===== config.mk =====
export PLATFORM = sky130hd
export DESIGN_NAME = stopwatch_timer_flat
export DESIGN_NICKNAME = d
export VERILOG_FILES = /design/src/rtl/stopwatch_pkg.sv /design/src/rtl/stopwatch_timer_if.sv /design/src/rtl/stopwatch_timer_debounce.sv /design/src/rtl/stopwatch_timer.sv /design/src/flat_wrapper.sv
export SDC_FILE = /design/constraint.sdc
export NUM_CORES = 1
export LEC_CHECK = 0
export ABC_CLOCK_PERIOD_IN_PS = 11110
export BUFFER_PORTS_ARGS = -buffer_cell sky130_fd_sc_hd__buf_2
export CAP_MARGIN = 0
export CORE_AREA = 10 10 113 156
export DETAILED_ROUTE_END_ITERATION = 7
export DIE_AREA = 0 0 123 166
export MAX_ROUTING_LAYER = met4
export PLACE_DENSITY = 0.68
export RECOVER_POWER = 100
export SETUP_SLACK_MARGIN = 0.02
export SYNTH_ARGS = -nofsm -noshare
export SYNTH_HDL_FRONTEND = slang
export SYNTH_SLANG_ARGS = --single-unit

===== constraint.sdc =====
create_clock -name clk -period 11.11 [get_ports clk]
set_clock_uncertainty 0.2 [all_clocks]
set_input_delay 2.222 -clock clk [delete_from_list [all_inputs] [get_ports clk]]
set_output_delay 2.222 -clock clk [all_outputs]
set_load 0.1 [all_outputs]

===== src/rtl/stopwatch_pkg.sv =====
// stopwatch_pkg: shared state encoding, display limits and helpers
// for the stopwatch time-base and the display driver.
package stopwatch_pkg;

  typedef enum logic [1:0] {
    IDLE,
    RUN,
    PAUSE
  } sw_state_t;

  localparam logic [6:0] CS_MAX   = 7'd99;
  localparam logic [6:0] SEC_MAX  = 7'd59;
  localparam logic [6:0] MIN_MAX  = 7'd59;
  localparam logic [6:0] HOUR_MAX = 7'd99;

  typedef struct packed {
    logic [6:0] cs;
    logic [6:0] sec;
    logic [6:0] min;
    logic [6:0] hour;
  } sw_time_t;

  function automatic logic [6:0] wrap_inc(
    input logic [6:0] v,
    input logic [6:0] max
  );
    return (v == max) ? 7'd0 : v + 7'd1;
  endfunction

endpackage


===== src/rtl/stopwatch_timer_if.sv =====
// stopwatch_timer_if: raw buttons in, binary time and status out.
// master = time-base core, slave = board/display side.
interface stopwatch_timer_if;

  logic       btn_ss;
  logic       btn_clr;
  logic       btn_lap;
  logic [7:0] centisec;
  logic [7:0] sec;
  logic [7:0] min;
  logic [7:0] hour;
  logic       running;
  logic       lap_hold;

  modport master (
    input  btn_ss, btn_clr, btn_lap,
    output centisec, sec, min, hour,
    output running, lap_hold
  );

  modport slave (
    output btn_ss, btn_clr, btn_lap,
    input  centisec, sec, min, hour,
    input  running, lap_hold
  );

endinterface


===== src/rtl/stopwatch_timer_debounce.sv =====
// btn_debounce: 2-FF synchronizer, stability filter and
// one-cycle press pulse for a single raw push-button.
module btn_debounce #(
  parameter int DEBOUNCE_CYCLES = 1_000_000
) (
  input  logic clk,
  input  logic rst,
  input  logic btn,
  output logic press
);

  localparam int CW = $clog2(DEBOUNCE_CYCLES + 1);
  localparam logic [CW-1:0] CNT_LAST =
    CW'(DEBOUNCE_CYCLES - 1);

  logic          sync1;
  logic          sync2;
  logic          level;
  logic          level_q;
  logic [CW-1:0] cnt;

  // bring the raw pin into the clk domain
  always_ff @(posedge clk or posedge rst) begin
    if (rst) begin
      sync1 <= 1'b0;
      sync2 <= 1'b0;
    end else begin
      sync1 <= btn;
      sync2 <= sync1;
    end
  end

  // accept a new level after enough equal samples
  always_ff @(posedge clk or posedge rst) begin
    if (rst) begin
      cnt   <= '0;
      level <= 1'b0;
    end else if (sync2 == level) begin
      cnt <= '0;
    end else if (cnt == CNT_LAST) begin
      cnt   <= '0;
      level <= sync2;
    end else begin
      cnt <= cnt + CW'(1);
    end
  end

  // pulse only on an accepted press, never on release
  always_ff @(posedge clk or posedge rst) begin
    if (rst) begin
      level_q <= 1'b0;
      press   <= 1'b0;
    end else begin
      level_q <= level;
      press   <= level & ~level_q;
    end
  end

endmodule


===== src/rtl/stopwatch_timer.sv =====
// stopwatch_timer: button conditioning, IDLE/RUN/PAUSE control,
// centisecond prescaler, h:m:s.cs cascade and lap freeze.
module stopwatch_timer
  import stopwatch_pkg::*;
#(
  parameter int CLK_HZ          = 50_000_000,
  parameter int DEBOUNCE_CYCLES = 1_000_000
) (
  input logic               clk,
  input logic               rst,
  stopwatch_timer_if.master sw
);

  localparam int PRE_N = CLK_HZ / 100;
  localparam int PW =
    (PRE_N > 1) ? $clog2(PRE_N) : 1;
  localparam logic [PW-1:0] PRE_LAST = PW'(PRE_N - 1);

  sw_state_t     state;
  logic          running_q;
  logic          lap_hold_q;
  logic [PW-1:0] pre;
  logic [6:0]    cs_q;
  logic [6:0]    sec_q;
  logic [6:0]    min_q;
  logic [6:0]    hour_q;
  sw_time_t      live;
  sw_time_t      lap_q;
  sw_time_t      disp;
  logic          ss_p;
  logic          clr_p;
  logic          lap_p;
  logic          clr_eff;
  logic          lap_eff;
  logic          tick;

  btn_debounce #(
    .DEBOUNCE_CYCLES(DEBOUNCE_CYCLES)
  ) u_db_ss (
    .clk  (clk),
    .rst  (rst),
    .btn  (sw.btn_ss),
    .press(ss_p)
  );

  btn_debounce #(
    .DEBOUNCE_CYCLES(DEBOUNCE_CYCLES)
  ) u_db_clr (
    .clk  (clk),
    .rst  (rst),
    .btn  (sw.btn_clr),
    .press(clr_p)
  );

  btn_debounce #(
    .DEBOUNCE_CYCLES(DEBOUNCE_CYCLES)
  ) u_db_lap (
    .clk  (clk),
    .rst  (rst),
    .btn  (sw.btn_lap),
    .press(lap_p)
  );

  assign clr_eff = clr_p && (state != RUN);
  assign lap_eff = lap_p && (state == RUN);
  assign tick    = (state == RUN) && (pre == PRE_LAST);
  assign live    = {cs_q, sec_q, min_q, hour_q};

  // control FSM; clear beats start/stop and lap
  always_ff @(posedge clk or posedge rst) begin
    if (rst) begin
      state      <= IDLE;
      running_q  <= 1'b0;
      lap_hold_q <= 1'b0;
    end else if (clr_eff) begin
      state      <= IDLE;
      running_q  <= 1'b0;
      lap_hold_q <= 1'b0;
    end else begin
      if (lap_eff) lap_hold_q <= ~lap_hold_q;
      if (ss_p) begin
        unique case (state)
          IDLE: begin
            state     <= RUN;
            running_q <= 1'b1;
          end
          RUN: begin
            state     <= PAUSE;
            running_q <= 1'b0;
          end
          PAUSE: begin
            state     <= RUN;
            running_q <= 1'b1;
          end
          default: begin
            state     <= IDLE;
            running_q <= 1'b0;
          end
        endcase
      end
    end
  end

  // prescaler holds in PAUSE to keep the fraction
  always_ff @(posedge clk or posedge rst) begin
    if (rst) begin
      pre <= '0;
    end else if (clr_eff) begin
      pre <= '0;
    end else if (state == RUN) begin
      pre <= tick ? '0 : pre + PW'(1);
    end
  end

  // cascaded counters, 99:59:59.99 wraps to zero
  always_ff @(posedge clk or posedge rst) begin
    if (rst) begin
      cs_q   <= '0;
      sec_q  <= '0;
      min_q  <= '0;
      hour_q <= '0;
    end else if (clr_eff) begin
      cs_q   <= '0;
      sec_q  <= '0;
      min_q  <= '0;
      hour_q <= '0;
    end else if (tick) begin
      cs_q <= wrap_inc(cs_q, CS_MAX);
      if (cs_q == CS_MAX) begin
        sec_q <= wrap_inc(sec_q, SEC_MAX);
        if (sec_q == SEC_MAX) begin
          min_q <= wrap_inc(min_q, MIN_MAX);
          if (min_q == MIN_MAX) begin
            hour_q <= wrap_inc(hour_q, HOUR_MAX);
          end
        end
      end
    end
  end

  // snapshot live time as the hold is raised
  always_ff @(posedge clk or posedge rst) begin
    if (rst) begin
      lap_q <= '0;
    end else if (lap_eff && !lap_hold_q) begin
      lap_q <= live;
    end
  end

  assign disp        = lap_hold_q ? lap_q : live;
  assign sw.centisec = {1'b0, disp.cs};
  assign sw.sec      = {1'b0, disp.sec};
  assign sw.min      = {1'b0, disp.min};
  assign sw.hour     = {1'b0, disp.hour};
  assign sw.running  = running_q;
  assign sw.lap_hold = lap_hold_q;

endmodule


===== src/flat_wrapper.sv =====
// flat-port wrapper written by rule: the top's interface ports become plain ports
module stopwatch_timer_flat import stopwatch_pkg::*;
#(
  parameter int CLK_HZ          = 50_000_000,
  parameter int DEBOUNCE_CYCLES = 1_000_000
)
  (clk, rst, sw_btn_ss, sw_btn_clr, sw_btn_lap, sw_centisec, sw_sec, sw_min, sw_hour, sw_running, sw_lap_hold);
  stopwatch_timer_if sw_i ();
  input logic clk;
  input logic rst;
  input wire logic [$bits(sw_i.btn_ss)-1:0] sw_btn_ss;
  input wire logic [$bits(sw_i.btn_clr)-1:0] sw_btn_clr;
  input wire logic [$bits(sw_i.btn_lap)-1:0] sw_btn_lap;
  output wire logic [$bits(sw_i.centisec)-1:0] sw_centisec;
  output wire logic [$bits(sw_i.sec)-1:0] sw_sec;
  output wire logic [$bits(sw_i.min)-1:0] sw_min;
  output wire logic [$bits(sw_i.hour)-1:0] sw_hour;
  output wire logic [$bits(sw_i.running)-1:0] sw_running;
  output wire logic [$bits(sw_i.lap_hold)-1:0] sw_lap_hold;
  assign sw_i.btn_ss = sw_btn_ss;
  assign sw_i.btn_clr = sw_btn_clr;
  assign sw_i.btn_lap = sw_btn_lap;
  assign sw_centisec = sw_i.centisec;
  assign sw_sec = sw_i.sec;
  assign sw_min = sw_i.min;
  assign sw_hour = sw_i.hour;
  assign sw_running = sw_i.running;
  assign sw_lap_hold = sw_i.lap_hold;
  stopwatch_timer #(.CLK_HZ(CLK_HZ), .DEBOUNCE_CYCLES(DEBOUNCE_CYCLES)) u_core (.clk(clk), .rst(rst), .sw(sw_i));
endmodule

==> results of run 1 <==
-- final cells by class --
class,instances,share of cell area [%]
inverter,11,0.5075
timing repair buffer,39,1.851
multi-input combinational,532,41.41
sequential,154,45.98
clock buffer,20,5.329
tap,192,2.866
clock inverter,12,2.060
-- power breakdown --
| group | leakage [nW] | switching (mW) | internal (mW) |
|---|---|---|---|
| registers | 2.13 | 0.00350 | 0.565 |
| clock network | 0.300 | 0.225 | 0.381 |
| logic | 1.26 | 0.0223 | 0.00370 |
| total | 3.69 | 0.250 | 0.949 |
-- layer usage --
metal	wire, um	track usage (%)	part of all wire [%]
met3	501	3.198	3.2
met5	0	-	0
met2	8290	28.06	54
met1	6308	17.24	41
met4	346	7.517	2.2
-- critical path, cell delays in order (launching register included) --
cell,delay (ns)
dfrtp_1,0.36
clkbuf_1,1.16
mux2_2,0.37
clkbuf_1,0.88
-- placed cells by master (no fill, tap or decap), types with 2 or more instances in the layout --
| cell | count |
|---|---|
| and3_1 | 15 |
| and2_0 | 3 |
| clkinv_4 | 2 |
| o41ai_1 | 3 |
| mux2_2 | 59 |
| or2_2 | 3 |
| clkinvlp_4 | 2 |
| nor3_1 | 13 |
| nand3b_1 | 3 |
| xnor2_1 | 36 |
| nand2b_1 | 3 |
| clkbuf_1 | 36 |
| nand2_1 | 60 |
| bufinv_16 | 4 |
| nand3_1 | 38 |
| and4_1 | 6 |
| o31ai_1 | 12 |
| conb_1 | 4 |
| xor2_1 | 39 |
| buf_2 | 4 |
| clkinv_2 | 4 |
| nor2_1 | 110 |
| and2_1 | 8 |
| ha_1 | 8 |
| nor4_1 | 8 |
| inv_1 | 10 |
| nand4_1 | 19 |
| o211ai_1 | 5 |
| and4bb_1 | 2 |
| o21ai_0 | 23 |
| or3_1 | 3 |
| o22ai_1 | 3 |
| nor2b_1 | 8 |
| clkbuf_16 | 17 |
| or4_1 | 3 |
| dfrtp_1 | 154 |
| a21oi_1 | 7 |
| nor4bb_1 | 3 |
| or2_0 | 2 |
-- per-stage QoR --
step	total power, mW	util, %	instance area (um^2)	hold slack, ns	std cells
global placement	0.6042	52.91	7824	0.1481	928
finish	1.200	56.68	8382	0.1510	960
detailed placement	0.6056	52.91	7824	0.1371	928
global route	1.238	56.68	8382	0.1711	960
floorplan	0.6003	-	7501	0.1312	723
CTS	1.213	57.09	8443	0.1514	960
-- cell usage after synthesis, drive strengths merged (7+ instances only) --
cell type  count  area [um^2]
buf           15        91.34
ha             8        100.1
nand4         19        118.9
and2          11        68.82
nand2         60        227.7
inv           11        41.29
mux2          59        664.4
a21oi          7        35.03
nor4           9        62.56
o31ai         12        90.09
nand3         38        190.2
xnor2         36        315.3
nor2b          8        50.05
and3          15        93.84
o21ai         23        115.1
nor2         110        412.9
clkbuf        11        41.29
dfrtp        154         3854
nor3          13        65.06
and4           7        63.81
xor2          39        341.6
-- registers in the layout, indices dropped and copies added, names as in the netlist, 2 cells and up --
signal               flops
u_core.lap_q            28
u_core.min_q             7
u_core.u_db_clr.cnt     20
u_core.u_db_lap.cnt     20
u_core.pre              19
u_core.state             2
u_core.hour_q            7
u_core.u_db_ss.cnt      20
u_core.sec_q             7
u_core.cs_q              7
-- final timing paths --
kind                                              end  cells after the start  slack (ns)                  start
worst min-delay path            u_core.u_db_lap.sync2                      0        0.15  u_core.u_db_lap.sync1
min in group asynchronous             u_core.lap_q[4]                      2        2.70                    rst
max in group asynchronous       u_core.u_db_lap.level                      3        5.97                    rst
worst max-delay path                       sw_hour[4]                      3        5.49     u_core.sw.lap_hold
worst max register to register       u_core.lap_q[20]                      5        7.68        u_core.state[0]
worst min register to register  u_core.u_db_lap.sync2                      0        0.15  u_core.u_db_lap.sync1
-- logic make-up (layout without fill, tap and decap cells) --
family	count (synthesis)	count (layout)	synth area share, %
and+or+nand+nor	318	318	21.17
DFF	154	154	51.45
muxes	60	60	9.004
AOI/OAI and AO/OA	67	67	5.898
other	1	4	0.05007
buffers and inverters	37	82	2.322
xor gates and xnor gates	75	75	8.770
adders and majority gates	8	8	1.337
==> impl_results.md, run 1 <==
- Area grow syn2layout: 11.91%
- Drt drc: 0
- Vias per inst: 5.559
- Largest net degree at the start of global routing: 88
- Critical Path Start Type: register
- Initial antenna violation count: 0
- RSZ-0062 raised after global routing: no
- GRT overflow: 0
- Drt total wl: 15450 um
- Status: finished, violations left
- ANT cells: 0
- Total clock sinks: 154
- Worst Path Arrival: 3.20 ns
- Deepest clock path buffer count: 2
- Setup Fix Bufs, Post-CTS: 0
- Mean Syn Cell Area: approximately 10 um^2
- Clk slew on worst S/H paths: approximately 0.060 ns
- Post-synthesis register bit count: around 150
- PD cells: about 140 nW/um^2
- Crit. End Element: output port
- Max Freq: 177.8 MHz
- Tcrit/Tclk final: 50.62%
- Core area: 14790 um^2
- Synth unique cells: 58
- Cell area after synthesis: 7490 um^2
- Worst-path maximum fanout: 29
- Die width: 123 um
- Nets: 768
- Htree depth: 4
- WP data required: 8.69 ns
- Final Hold Fails: 0
- Post-synthesis sequential area ratio: 51.45%
- Register area: 3854 um^2
- Total track usage: 16.23%
- Vias in the first global route: 5795
- Failing checks: max-capacitance violations, max-slew violations
- LEAKAGE: 3.694 nW
- CTS tree: done
- Fill cells: 1246
- Synthesis Warnings: 0
- Post-CTS Resized: 0
- I/O Pins: 39
- First-pass GRT wire length: 26750 um
- Die ar.: 20420 um^2
- Chip Height: 166 um
- FP Rows: 53
- Slew headroom: -154.4%
- Worst-margin pin slew: around 3.8 ns
- Worst min path class: reg -> reg
- Max Transition Viols Final: 118
- Crit path kind: reg -> out
- Post-synth EDFFs: 0
- Num CTS Buffers: 17
- Placement Setup Slack: 7.079 ns
- Top FF cell, synth: dfrtp_1
- Synth Instances: 720
- Initial drt markers: 369
- Clk root buf: clkbuf_16
- Setup TNS: 0 ns
- CTS Hold Bufs: 0
- Final RePlAce weighted congestion: 0.8494
- Router iterations before antenna repair: 7
- Setup WS post-layout: 5.486 ns
- Detailed placement HPWL: 10640 um
- Max IR drop VDD: 77.30 uV
- Vias: 5337
- Avg WL per Cell: ~16 um
- Initial Utilization: 50.65%
- Setup violators final: 0
- Post-route ant nets: 0
- Worst skew pair latency: 0.42 ns
- Asr flop ratio synth: 100.0%
- IO buf count: 34
- Layout cells sized above 1: 13.15%
- Max-Cap Viols: 2
- Multi-input gate area: 3471 um^2
- Crit path time final: 5.624 ns
Power figures use the tool's default switching activity.
==> run 2, diff against run 1 <==
ABC_CLOCK_PERIOD_IN_PS = 4800   (was 11110)
PLACE_DENSITY = 0.71   (was 0.68)
clock period = 4.8 ns   (was 11.11 ns; I/O delays follow)
==> impl_results.md, run 2 (same netlist as run 1, synthesis figures left out) <==
- Status: finished, violations left
- Failing checks: max-capacitance violations, max-slew violations
- CTS tree: done
- Sequential share of power: 47.5% (about the same)
- Vias: 5382 (+0.84%)
- Switching share of power: 21.76% (+0.90 points)
- Crit path time final: 3.670 ns
- Worst Path Arrival: 2.51 ns (-0.69 ns)
- Area grow syn2layout: 12.03%
- Total internal power: 2.166 mW (+130%)
- Post-CTS Resized: 0 (unchanged)
- Critical Path Start Type: register
- Drt drc: 0 (unchanged)
- Hold WS: 0.1496 ns (-0.001354 ns)
- Tcrit/Tclk final: 76.46%
- Most frequent cells in the layout: 154 x dfrtp_1, 110 x nor2_1, 60 x nand2_1
- Clock share of power: 50.3% (-0.2 points)
- Slew headroom: -11.74% (+140 points)
- Post-route ant nets: 0 (unchanged)
- Layout cells sized above 1: 13.65% (+0.50 points)
- I/O Pins: 39 (unchanged)
- WP data required: 3.64 ns (-5.05 ns)
- Psw: 602.3 uW (+140%)
- Core area: 14790 um^2 (unchanged)
- Gate power share: 2.2% (about the same)
- LEAKAGE: 3.701 nW (+0.18%)
- Htree depth: 4 (unchanged)
- First-pass GRT wire length: 26350 um (-1.5%)
- Initial antenna violation count: 0 (unchanged)
- Worst min path class: reg -> reg
- ANT cells: 0 (unchanged)
- Top reg by flops: u_core.lap_q
- Die ar.: 20420 um^2 (unchanged)
- Max IR drop VDD: 230.1 uV (+200%)
- Crit. End Element: output port
- Vias per inst: 5.600 (+0.74%)
- FP Rows: 53 (unchanged)
- Dpl cells: 930 (+0.22%)
- Largest net degree at the start of global routing: 71 (-19%)
- Final RePlAce weighted congestion: 0.9059 (+6.7%)
- Chip Height: 166 um (unchanged)
- Non-Filler Instances: 961 (+0.10%)
- Commonest non-fill, non-tap cell in the layout: dfrtp_1
- Drt total wl: 14990 um (-2.9%)
- Router iterations before antenna repair: 5 (-2)
- Max Transition Viols Final: 130 (+10%)
- Final Hold Fails: 0 (unchanged)
- GRT overflow: 0 (unchanged)
- IO buf count: 34 (unchanged)
- PD cells: 329.9 nW/um^2 (+130%)
- Max reg flops: 28 (unchanged)
- Setup violators final: 0 (unchanged)
- Setup Fix Bufs, Post-CTS: 0 (unchanged)
- Num CTS Buffers: 17 (unchanged)
- Total clock sinks: 154 (unchanged)
- CTS Hold Bufs: 0 (unchanged)
- Clk slew on worst S/H paths: 0.06 ns (about the same)
- Crit path kind: reg -> out
- Total power: 2.768 mW (+130%)
- Worst skew pair latency: 0.42 ns (about the same)
- RSZ-0062 raised after global routing: no
- Setup TNS: 0 ns (unchanged)
- Worst-margin pin slew: 1.676 ns (-2.119 ns)
- Clk root buf: clkbuf_16
- Initial drt markers: 347 (-6.0%)
- Deepest clock path buffer count: 2 (unchanged)
- Vias in the first global route: 5600 (-3.4%)
- Die width: 123 um (unchanged)
- Max Freq: 272.5 MHz
- Max-Cap Viols: 3 (+1)
- Cell area after layout: 8391 um^2 (+0.10%)
- Avg WL per Cell: 15.60 um (-3.0%)
- Worst-path maximum fanout: 20 (-31%)
- Total track usage: 15.87% (-0.36 points)
- Detailed placement HPWL: 10460 um (-1.6%)
- Area after DPL: 7850 um^2 (+0.34%)
- Nets: 770 (+0.26%)
- Initial Utilization: 50.65% (unchanged)
-- run 2: worst paths after layout --
check	startpoint	endpoint	slack [ns]	cells after the start
min in group asynchronous	rst	u_core.u_db_clr.cnt[0]	0.58	2
max	u_core.sw.lap_hold	sw_centisec[2]	1.13	3
min reg2reg	u_core.u_db_lap.sync1	u_core.u_db_lap.sync2	0.15	0
max in group asynchronous	rst	u_core.u_db_ss.press	1.64	3
min	u_core.u_db_lap.sync1	u_core.u_db_lap.sync2	0.15	0
max reg2reg	u_core.state[0]	u_core.lap_q[22]	1.43	5
-- run 2: worst max-delay path: stages, from the launching register on --
cell,delay (ns)
dfrtp_1,0.64
buf_4,0.37
mux2_2,0.20
clkbuf_1,0.86
-- run 2: power groups by stage --
stage,clock (mW),sequential [mW],combinational [mW]
floorplan,0,1.34,0.0533
global route,1.48,1.31,0.0700
detailed placement,0,1.34,0.0653
finish,1.39,1.31,0.0603
global placement,0,1.34,0.0633
CTS,1.42,1.31,0.0656
-- run 2: final cells by class --
type	instances	area [um^2]
Clock inverter	12	161.4
Multi-Input combinational cell	532	3471
Inverter	11	42.54
Tap cell	192	240.2
Timing Repair Buffer	41	168.9
Clock buffer	19	452.9
Sequential cell	154	3854
Fill cell	1226	6397
-- run 2: routing by layer --
metal / part of all wire, % / wire length [um] / GRT usage (%)
met1: 41 / 6216 / 17.84
met3: 3.4 / 504 / 3.607
met2: 53 / 7955 / 26.64
met4: 2.1 / 314 / 6.044
met5: 0 / 0 / -
-- run 2: metrics by stage --
step / util, % / worst slack [ns]
global route: 56.74 / 0.9840
global placement: 53.08 / 2.026
detailed placement: 53.08 / 1.960
floorplan: - / 1.352
CTS: 57.24 / 1.489
finish: 56.74 / 1.130
